--- config.mk ---
export PLATFORM = sky130hd
export DESIGN_NAME = rf_wb_scheduler
export DESIGN_NICKNAME = d
export VERILOG_FILES = /design/src/rtl/rf_wb_scheduler.sv
export SDC_FILE = /design/constraint.sdc
export NUM_CORES = 1
export LEC_CHECK = 0
export ABC_AREA = 0
export BUFFER_PORTS_ARGS = -buffer_cell sky130_fd_sc_hd__buf_4
export CELL_PAD_IN_SITES_DETAIL_PLACEMENT = 1
export CELL_PAD_IN_SITES_GLOBAL_PLACEMENT = 1
export CORE_AREA = 4 4 102 104
export DETAILED_ROUTE_END_ITERATION = 8
export DIE_AREA = 0 0 106 108
export PLACE_DENSITY_LB_ADDON = 0.1
export SETUP_SLACK_MARGIN = 0.1
export SLEW_MARGIN = 20
export SYNTH_ARGS = -nofsm -noshare
export SYNTH_HDL_FRONTEND = slang
export SYNTH_SLANG_ARGS = --single-unit
--- constraint.sdc ---
create_clock -name clk -period 2.01 [get_ports clk]
set_input_delay 0.201 -clock clk [delete_from_list [all_inputs] [get_ports clk]]
set_output_delay 0.201 -clock clk [all_outputs]
set_load 0.02 [all_outputs]
--- src/rtl/rf_wb_scheduler.sv ---
// ---------------------------------------------------------------------------
// rf_wb_scheduler
//
// Shares the single register-file write port between the in-order pipeline
// writeback and a long-latency unit (divider / load miss). The pipeline
// normally wins the port. A starvation guard forces the long-latency result
// through after it has been blocked for STARVE_LIMIT consecutive cycles.
//
// The block also keeps a scoreboard of registers that have a long-latency
// result outstanding. It stalls decode on any RAW or WAW hit against that
// scoreboard.
//
// Parameters
//   STARVE_LIMIT   consecutive blocked cycles tolerated for the lu result (>=1)
//
// Ports
//   clk, reset                      clock (rising edge), async active-high reset
//   wb_valid/addr/data, wb_ready    pipeline writeback request / acceptance
//   lu_issue_valid/addr             long-latency issue; marks destination pending
//   lu_valid/addr/data, lu_ready    long-latency result request / acceptance
//   dec_rs1/rs2/rd, dec_stall       decode operands and hazard stall
//   rf_we/waddr/wdata               register file write port
//   pending                         scoreboard bitmap (bit 0 always 0)
// ---------------------------------------------------------------------------
module rf_wb_scheduler #(
    parameter int STARVE_LIMIT = 4
) (
    input  logic        clk,
    input  logic        reset,

    input  logic        wb_valid,
    input  logic [4:0]  wb_addr,
    input  logic [31:0] wb_data,
    output logic        wb_ready,

    input  logic        lu_issue_valid,
    input  logic [4:0]  lu_issue_addr,

    input  logic        lu_valid,
    input  logic [4:0]  lu_addr,
    input  logic [31:0] lu_data,
    output logic        lu_ready,

    input  logic [4:0]  dec_rs1,
    input  logic [4:0]  dec_rs2,
    input  logic [4:0]  dec_rd,
    output logic        dec_stall,

    output logic        rf_we,
    output logic [4:0]  rf_waddr,
    output logic [31:0] rf_wdata,

    output logic [31:0] pending
);

    localparam int CNT_W = $clog2(STARVE_LIMIT + 1);
    localparam logic [CNT_W-1:0] CNT_FORCE_AT = CNT_W'(STARVE_LIMIT - 1);

    typedef enum logic {
        ARB   = 1'b0,
        FORCE = 1'b1
    } state_t;

    state_t            state_q, state_d;
    logic [CNT_W-1:0]  cnt_q, cnt_d;
    logic [31:0]       pending_q, pending_d;

    logic              wb_acc;
    logic              lu_acc;
    logic              lu_blocked;
    logic [4:0]        sel_addr;
    logic [31:0]       sel_data;

    // Handshake: the pipeline owns the port in ARB. In FORCE the pipeline
    // is held off and the long-latency result goes through unconditionally.
    always_comb begin
        wb_ready = 1'b0;
        lu_ready = 1'b0;
        case (state_q)
            ARB: begin
                wb_ready = 1'b1;
                lu_ready = lu_valid & ~wb_valid;
            end
            FORCE: begin
                wb_ready = 1'b0;
                lu_ready = lu_valid;
            end
            default: begin
                wb_ready = 1'b0;
                lu_ready = 1'b0;
            end
        endcase
    end

    assign wb_acc     = wb_valid & wb_ready;
    assign lu_acc     = lu_valid & lu_ready;
    assign lu_blocked = lu_valid & ~lu_ready;

    // Write-port mux. The write enable is suppressed for x0, but the
    // request is still acknowledged so the producer can move on.
    always_comb begin
        sel_addr = lu_addr;
        sel_data = lu_data;
        if (wb_acc) begin
            sel_addr = wb_addr;
            sel_data = wb_data;
        end
    end

    assign rf_we    = (wb_acc | lu_acc) & (sel_addr != 5'd0);
    assign rf_waddr = sel_addr;
    assign rf_wdata = sel_data;

    // Starvation counter and arbitration state. The counter only runs while
    // the lu result is waiting. Any acceptance or drop of lu_valid clears it.
    // FORCE always lasts one cycle: it either accepts the pending result or
    // sees lu_valid gone, and both cases return to ARB.
    always_comb begin
        state_d = state_q;
        cnt_d   = '0;
        if (lu_blocked) begin
            cnt_d = cnt_q + CNT_W'(1);
        end
        case (state_q)
            ARB: begin
                if (lu_blocked && (cnt_q == CNT_FORCE_AT)) begin
                    state_d = FORCE;
                end
            end
            FORCE: begin
                if (lu_acc || !lu_valid) begin
                    state_d = ARB;
                    cnt_d   = '0;
                end
            end
            default: begin
                state_d = ARB;
                cnt_d   = '0;
            end
        endcase
    end

    // Scoreboard update. The set is applied after the clear, so a new issue
    // to a register wins over a completion to that register in the same
    // cycle. Bit 0 is kept clear because x0 never holds a result.
    always_comb begin
        pending_d = pending_q;
        if (lu_acc) begin
            pending_d[lu_addr] = 1'b0;
        end
        if (lu_issue_valid && (lu_issue_addr != 5'd0)) begin
            pending_d[lu_issue_addr] = 1'b1;
        end
        pending_d[0] = 1'b0;
    end

    always_ff @(posedge clk or posedge reset) begin
        if (reset) begin
            state_q   <= ARB;
            cnt_q     <= '0;
            pending_q <= '0;
        end else begin
            state_q   <= state_d;
            cnt_q     <= cnt_d;
            pending_q <= pending_d;
        end
    end

    // Decode stall looks only at the registered bitmap. A consumer of a
    // completing register stalls through the acceptance cycle, then reads the
    // freshly written value from the register file.
    assign dec_stall = ((dec_rs1 != 5'd0) & pending_q[dec_rs1]) |
                       ((dec_rs2 != 5'd0) & pending_q[dec_rs2]) |
                       ((dec_rd  != 5'd0) & pending_q[dec_rd]);

    assign pending = pending_q;

endmodule

* Word level (Yosys, flattened, before mapping)
Cells that the tools add are included.
** Word-level totals
- Flip-flop bits (word level) :: 35
- Input bits :: 99
- Output and inout port bits :: 73
- Logic and storage cells :: 62
** Operators by class
- $add $sub $neg :: 1
- Magnitude comparators :: 7
- Eq/ne operators :: 1
- Muxes and demuxes :: 22
- Bitwise gates (word level) :: 17
- Reductions and logical operators :: 11
** Operator list (number)
- 32-bit two-way mux :: 3
- 32-bit bitwise AND :: 1
- 32-bit NOT :: 1
- 32-bit bitwise OR :: 1
- 5-bit by 6-bit < comparator with 1-bit output, second input constant :: 5
- 5-bit nonzero test :: 5
- 1-bit binary-select mux with 5-bit select :: 3
- 1-bit demux with 5-bit select :: 2
- 5-bit by 1-bit greater-or-equal comparator with 1-bit output, second input constant :: 2
- 3-bit two-way mux :: 3
- 1-bit bitwise AND :: 8
- 1-bit two-way mux :: 7
- 1-bit case mux with 2 select lines :: 3
- 5-bit two-way mux :: 1
- 1-bit logical AND :: 4
- 3-bit by 1-bit adder with 3-bit output, second input constant :: 1
- 3-bit by 2-bit equality test with 1-bit output, second input constant :: 1
- 1-bit NOT :: 3
- 1-bit bitwise OR :: 3
- 1-bit zero test :: 1
- 1-bit logical OR :: 1

* Depth between registers and ports, before layout
Gate-level depths: netlist of run 1.
- Depth after elaboration :: 9
- Mapped depth :: 6
- Depth with buffers taken out :: 5

* Least setup slack after synthesis of run 1
No wires, ideal clock.
- Path type :: register to output
- From :: register pending_q[13] (netlist: pending[13])
- To :: output dec_stall
- Arrival :: 1723 ps
- Path slack :: 86 ps
- Stages on the path, launching flop included :: 6
- Buffers on the path :: 0
- Path through :: dfrtp_1 > mux4_2 > nor2b_1 > a2111oi_0 > a2111oi_1 > nand4_1
** Between the ends
- Word-level cells in the longest chain between the ends :: 5
** RTL lines
- from (decl) :: line 66 : logic [31:0] pending_q, pending_d;
- from (signal assigned) :: line 165 : pending_q <= pending_d;
- 1-bit binary-select mux with 5-bit select (on tied branches) :: line 172, 173
- 1-bit two-way mux (on tied branches) :: line 172, 173
- 1-bit bitwise AND (on tied branches) :: line 172, 173
- 1-bit bitwise OR :: line 172 : assign dec_stall = ((dec_rs1 != 5'd0) & pending_q[dec_rs1]) |
- 1-bit bitwise OR * :: line 173 : ((dec_rs2 != 5'd0) & pending_q[dec_rs2]) |
- to (decl) :: line 47 : output logic dec_stall,
Mark *: on every way between the ends. The rest lies on a longest branch, timed or not. The select of a mux whose other input is x is not followed.

* Worst setup path after layout of run 1
- From :: register pending_q[19] (netlist: pending[19])
- To :: output dec_stall
The elaborated chain is that of the path after synthesis.

==> impl_metrics.csv, run 1 <==
group,metric,value,unit
outcome,status,"complete, but fails checks",
outcome,violations,"setup timing",
layout,nFillCells,1174,
pwr,power_density,736.8,nW/um^2
logic_synthesis,synth_area_leaders,"dfrtp_1 (32%), nand2_1 (16%), mux4_2 (15%)",
sta,timing.setup.tns,-0.2040,ns
cts,h-tree-depth,2,
sta,holdWs,0.01552,ns
setup_path,worstPathMaxFanout,4,
routing,viasPerCell,4.988,
pwr,fin_total_pwr,3.352,mW
routing,drt-pass1-iter-count,4,
sta,finalHoldViolCount,0,
layout,insertedDiodeCount,0,
routing,wl,11.94,mm
placement,globalplace.congestion,0.8669,
logic_synthesis,yosysSeqAreaShare,31.53,%
logic_synthesis,synth_edf_count,0,
sta,post-route-period-util,108.6,%
placement,dp_cells,637,
logic_synthesis,synth_nets,439,
pwr,power_frac_comb,49.6,%
floorplan,die-area,11450,um^2
setup_path,arrival,1.98,ns
setup_path,critical_path.startpoint,"pending[19]",
cts,clk_pin_slew,0.08,ns
floorplan,rows,36,
cts,cts_hold_buf,0,
logic_synthesis,synth_top_area_share,31.53,%
layout,syn_to_final_growth,63.78,%
setup_path,cp_slowest_cell,"mux4_2",
placement,portBuffers,170,
global_route,grt_max_degree,36,
cts,clockBufferDepth,2,
logic_synthesis,synth.ff_latch_count,35,
cts,cts_tree,"built",
sta,setup_viol,2,
cts,clock-sinks,35,
layout,fin_cells,657,
cts,cts_made_buffers,5,
job,drv_cap,0,
layout,multi_input_area,1873,um^2
floorplan,die_h,108,um
floorplan,io_pins,172,
floorplan,start_util,29.09,%
cts,clk-insertion-delay-late,0.29,ns
setup_path,worstReg2RegStart,"state_q",
cts,cts-root-buf,"clkbuf_8",
layout,seqCellArea,884.6,um^2
setup_path,cp.required,1.81,ns
routing,routedWlPerCell,18.17,um
layout,fin_util,47.64,%
global_route,track_usage,20.77,%
logic_synthesis,ys.flop_type,"dfrtp_1",
routing,antenna_left,0,
logic_synthesis,synth_cell_types,40,
floorplan,coreArea,9549,um^2
hold_path,min_path_type,"in2async",
routing,drc,0,
pwr,pwr-share-seq,31.4,%
pwr,p_int,2.070,mW
logic_synthesis,synth_cells,338,
pwr,swShare,38.24,%
global_route,antenna_found_initial,0,
setup_path,end_kind,"output port",
sta,finalMaxSlewViolations,0,
sta,fin_worst_skew,0.005638,ns
pwr,clockPowerShare,19.0,%
placement,dp_hpwl,9.592,mm
setup_path,critPathMaxStageDelay,0.54,ns
sta,max_freq,458.2,MHz
global_route,grt_overflow_total,0,
layout,drive_gt1_share,50.00,%
pwr,p_leak,2.214,nW
logic_synthesis,yosys_warnings,0,
layout,fin_nets,624,
sta,worst_slack,-0.1726,ns
setup_path,crit_type,"reg2out",
pwr,ir_drop,0.0002596,V
floorplan,die_x,106,um
logic_synthesis,syn_area,2778,um^2
logic_synthesis,async_flop_share,100.0,%
sta,rsz0062_at_grt,"yes",
setup_path,crit_path_start_kind,"flop",
global_route,grt_pass1_vias,3603,
routing,num_vias,3277,
sta,fin_crit,2.183,ns
pwr,netSwitchingPower,1.282,mW
logic_synthesis,yosysTopAreaCell,"dfrtp_1",
routing,drt_iter0_markers,87,
logic_synthesis,syn_area_per_cell,8.218,um^2
global_route,grt_pass1_wl,18.86,mm
setup_path,path_cells,"mux4_2 > buf_6 > nor2_4 > nor4b_2 > nor3_2 > nand4_1 > buf_4",
-- power groups by stage --
| stage | combinational (mW) | sequential, mW | clock, mW |
|---|---|---|---|
| finish | 1.66 | 1.05 | 0.635 |
| CTS | 1.61 | 1.05 | 0.648 |
| floorplan | 0.634 | 1.20 | 0 |
| global route | 1.79 | 1.08 | 0.680 |
| global placement | 1.53 | 1.05 | 0 |
| detailed placement | 1.55 | 1.07 | 0 |
-- metal layers --
layer / part of all wire, % / track usage (%) / wire length [um]
met2: 51 / 36.25 / 6060
met1: 38 / 24.06 / 4561
met5: 0 / 0 / 0
met4: 2.2 / 7.031 / 257
met3: 8.9 / 6.866 / 1058
-- logic make-up (layout without fill, tap and decap cells) --
family / after synthesis / after routing / share of synthesized area (%)
AOI/OAI and AO/OA: 74 / 74 / 14.50
adders and majority gates: 2 / 2 / 0.9008
buffers and inverters: 25 / 211 / 4.865
DFF: 35 / 35 / 31.53
muxes: 36 / 36 / 21.67
other: 1 / 1 / 0.1350
and+or+nand+nor: 165 / 165 / 26.40
-- cell usage in the layout, fill, tap and decap left out, types with 2 or more instances in the layout --
cell and count:
mux2_2 3, nand3_1 4, nor2b_2 2, nand2_2 6, or3_1 2, o2111ai_2 2
mux4_2 19, dfrtp_2 7, o21ai_0 54, or3b_2 4, mux2i_1 13, o211ai_1 2
o21ai_1 8, and3_1 2, nand3b_1 10, clkbuf_8 5, nor3b_1 2, buf_4 196
buf_6 2, dfrtp_1 28, ha_1 2, inv_1 5, nand2_1 116, nor2_1 6
-- worst max-delay path, delay by kind of cell (launching register included) --
| family | cells | cell delay (ns) |
|---|---|---|
| muxes | 1 | 0.54 |
| DFF | 1 | 0.43 |
| and+or+nand+nor | 4 | 0.40 |
| buffers and inverters | 2 | 0.32 |
-- path summary, 6_finish.rpt --
path                               end  slack [ns]  cells after the start
min reg2reg                   cnt_q[0]        0.46                      1
min                        pending[18]        0.02                      3
max                          dec_stall       -0.17                      7
max in group asynchronous  pending[13]        1.65                      3
min in group clk              cnt_q[2]        0.20                      3
max reg2reg                pending[20]        0.24                      6
-- registers in the layout (all words and copies together), names as in the netlist --
signal,flops
state_q,1
pending,31
cnt_q,3
-- through the flow --
step / setup WS (ns) / instance area, um^2
global route: -0.2796 / 4549
global placement: 0.05612 / 4232
CTS: -0.2106 / 4446
detailed placement: 0.03468 / 4232
floorplan: 0.1007 / 2783
finish: -0.1726 / 4549
-- Yosys cell counts (3+ instances only) --
cell	number
inv_1	5
o21ai_1	9
mux4_2	19
dfrtp_1	35
or3b_2	4
mux2i_1	14
buf_2	3
mux2_2	3
clkbuf_1	9
nor2_1	7
nor3b_1	3
o21ai_0	54
nand3b_1	10
nand3_1	5
buf_4	3
nand2_1	122
-- repair_timing --
| action | CTS | global route |
|---|---|---|
| endpoints found under the setup margin | 2 | 24 |
| pin swaps | 8 | 10 |
| buffers inserted | 8 | 4 |
| gates resized for setup | 11 | 20 |
-- final cells by class --
type / count / share of cell area, %
multi-input cells: 278 / 41.17
repair buffers: 198 / 32.84
clock buffers: 5 / 1.513
well taps: 133 / 3.658
clock inverters: 3 / 0.9626
inverters: 5 / 0.4125
flip-flops and latches: 35 / 19.44
No activity file was read; power rests on OpenSTA's default activity.
==> run 2, diff against run 1 <==
--- a/config.mk
+++ b/config.mk
@@ -9,9 +9,9 @@
 export BUFFER_PORTS_ARGS = -buffer_cell sky130_fd_sc_hd__buf_4
 export CELL_PAD_IN_SITES_DETAIL_PLACEMENT = 1
 export CELL_PAD_IN_SITES_GLOBAL_PLACEMENT = 1
-export CORE_AREA = 4 4 102 104
+export CORE_AREA = 4 4 99 101
 export DETAILED_ROUTE_END_ITERATION = 8
-export DIE_AREA = 0 0 106 108
+export DIE_AREA = 0 0 103 105
 export PLACE_DENSITY_LB_ADDON = 0.1
 export SETUP_SLACK_MARGIN = 0.1
 export SLEW_MARGIN = 20
==> constraint.sdc (replaced) <==
create_clock -name clk -period 2.8 [get_ports clk]
set_input_delay 0.28 -clock clk [delete_from_list [all_inputs] [get_ports clk]]
set_output_delay 0.28 -clock clk [all_outputs]
set_load 0.02 [all_outputs]
==> run 2 against run 1 <==
  * Cell count fell by 7.3%
  * Wire length fell by 5.4%
  * First-iteration DRC count rose by 51%
  * Critical path depth fell by 1
  * Hold slack improved by 0.085 ns
  * Largest power group unchanged
  * Cell area fell by 7.9%
  * Largest cell class unchanged
  * Combinational power fell by 38%
  * Sequential power fell by 26%
  * Via count fell by 2.1%
  * Register-to-register slack improved by 0.43 ns
  * The run now ends clean
  * Power fell by 35%
==> impl_metrics.csv, run 2 (synthesis results as in run 1) <==
group,metric,value,unit
global_route,antenna_found_initial,0,
job,drv_cap,0,
placement,portBuffers,170,
cts,clk-insertion-delay-late,0.28,ns
floorplan,io_pins,172,
routing,drt_iter0_markers,131,
global_route,grt_overflow_total,0,
cts,clock-sinks,35,
placement,dp_hpwl,9.309,mm
sta,fin_crit,2.509,ns
floorplan,die-area,10820,um^2
layout,layout_commonest_cell,"buf_4",
routing,drc,0,
pwr,fin_total_pwr,2.172,mW
cts,cts_made_buffers,5,
setup_path,arrival,2.23,ns
setup_path,worstPathMaxFanout,17,
setup_path,crit_path_start_kind,"flop",
sta,holdWs,0.1004,ns
routing,wl,11.30,mm
cts,clk_pin_slew,0.07,ns
sta,finalMaxSlewViolations,0,
sta,post-route-period-util,89.60,%
cts,cts-root-buf,"clkbuf_8",
routing,maxUsedRoutingLayer,"met4",
layout,fin_cells,609,
floorplan,die_x,103,um
routing,antenna_left,0,
routing,num_vias,3207,
floorplan,coreArea,9021,um^2
sta,rsz0062_at_grt,"no",
placement,globalplace.congestion,0.8203,
pwr,p_leak,2.068,nW
floorplan,rows,35,
routing,m1WireLength,4.338,mm
setup_path,cp.required,2.52,ns
layout,drive_gt1_share,41.77,%
global_route,grt_max_degree,36,
layout,insertedDiodeCount,0,
layout,layout.cells.most_common_list,"buf_4 (173), nand2_1 (122), o21ai_0 (54)",
global_route,track_usage,21.21,%
routing,met3WireLength,977,um
cts,cts_tree,"built",
cts,cts_hold_buf,0,
routing,viasPerCell,5.266,
cts,h-tree-depth,2,
routing,drt-pass1-iter-count,4,
sta,max_slew_margin,47.20,%
placement,dp_cells,602,
layout,nFillCells,1106,
setup_path,ff2ff_setup_slack,0.67,ns
setup_path,crit_type,"reg2out",
sta,worst_pin_slew,0.7885,ns
global_route,grt_pass1_wl,18.11,mm
cts,clockBufferDepth,2,
pwr,power_density,518.5,nW/um^2
sta,fin_worst_skew,0.005427,ns
layout,largest_reg_flops,31,
routing,routedWlPerCell,18.55,um
layout,syn_to_final_growth,50.81,%
floorplan,die_h,105,um
routing,wl_met2,5.705,mm
floorplan,start_util,30.79,%
hold_path,min_path_type,"in2async",
sta,timing.setup.tns,0,ns
sta,finalHoldViolCount,0,
sta,max_freq,398.6,MHz
cts,cts_setup_buffers,0,
outcome,status,"complete, no violations",
cts,ctsResizeCount,0,
layout,fin_util,46.44,%
sta,setup_viol,0,
setup_path,end_kind,"output port",
pwr,ir_drop,0.0001420,V
global_route,grt_pass1_vias,3517,
layout,fin_nets,599,
## run 2: changes by cell type in the layout (fill, tap and decap cells not counted), moves of 2 or more
cell | before | now
buf_4 | 196 | 173
buf_6 | 2 | 0
dfrtp_1 | 28 | 35
dfrtp_2 | 7 | 0
nand2_1 | 116 | 122
nand2_2 | 6 | 0
o2111ai_1 | 0 | 2
o2111ai_2 | 2 | 0
## run 2: stage by stage
step	setup slack (ns)	area, um^2
6_report	0.2912	4189
5_1_grt	0.1411	4189
4_1_cts	0.2554	4189
3_5_place_dp	0.5828	4101
3_3_place_gp	0.6378	4101
2_1_floorplan	0.7975	2778
## run 2: worst paths after layout
kind / startpoint / end / depth (start not counted)
setup reg to reg: state_q / pending[8] / 5
setup / recovery: state_q / rf_we / 6
max in group asynchronous: reset / pending[18] / 3
min in group clk: lu_valid / cnt_q[2] / 3
hold / removal: reset / state_q / 3
hold reg to reg: cnt_q[0] / cnt_q[0] / 1
## run 2: metal layers
| layer | vias to the layer above | track usage (%) |
|---|---|---|
| met1 | 1540 | 24.95 |
| met5 | - | 0 |
| li1 | 1514 | - |
| met2 | 133 | 36.34 |
| met4 | 0 | 6.290 |
| met3 | 20 | 6.742 |
## run 2: critical path, stage by stage, from the launching register on
cell,delay [ns]
dfrtp_1,0.40
nand2b_1,0.41
nand2_1,0.18
nand2_1,0.09
or4_1,0.53
o22a_1,0.18
buf_4,0.16
## run 2: area by class of cell
cell class	instances	area [um^2]	share of cell area (%)
repair buffers	173	1299	31.00
inverters	5	18.77	0.4480
multi-input cells	278	1769	42.23
clock inverters	1	5.005	0.1195
clock buffers	6	82.58	1.971
well taps	111	138.9	3.315
flip-flops and latches	35	875.8	20.91
## run 2: report_power, final
group	internal, mW	total (mW)	switching [mW]
Clock	0.193	0.365	0.172
Sequential	0.614	0.778	0.164
Combinational	0.516	1.03	0.512
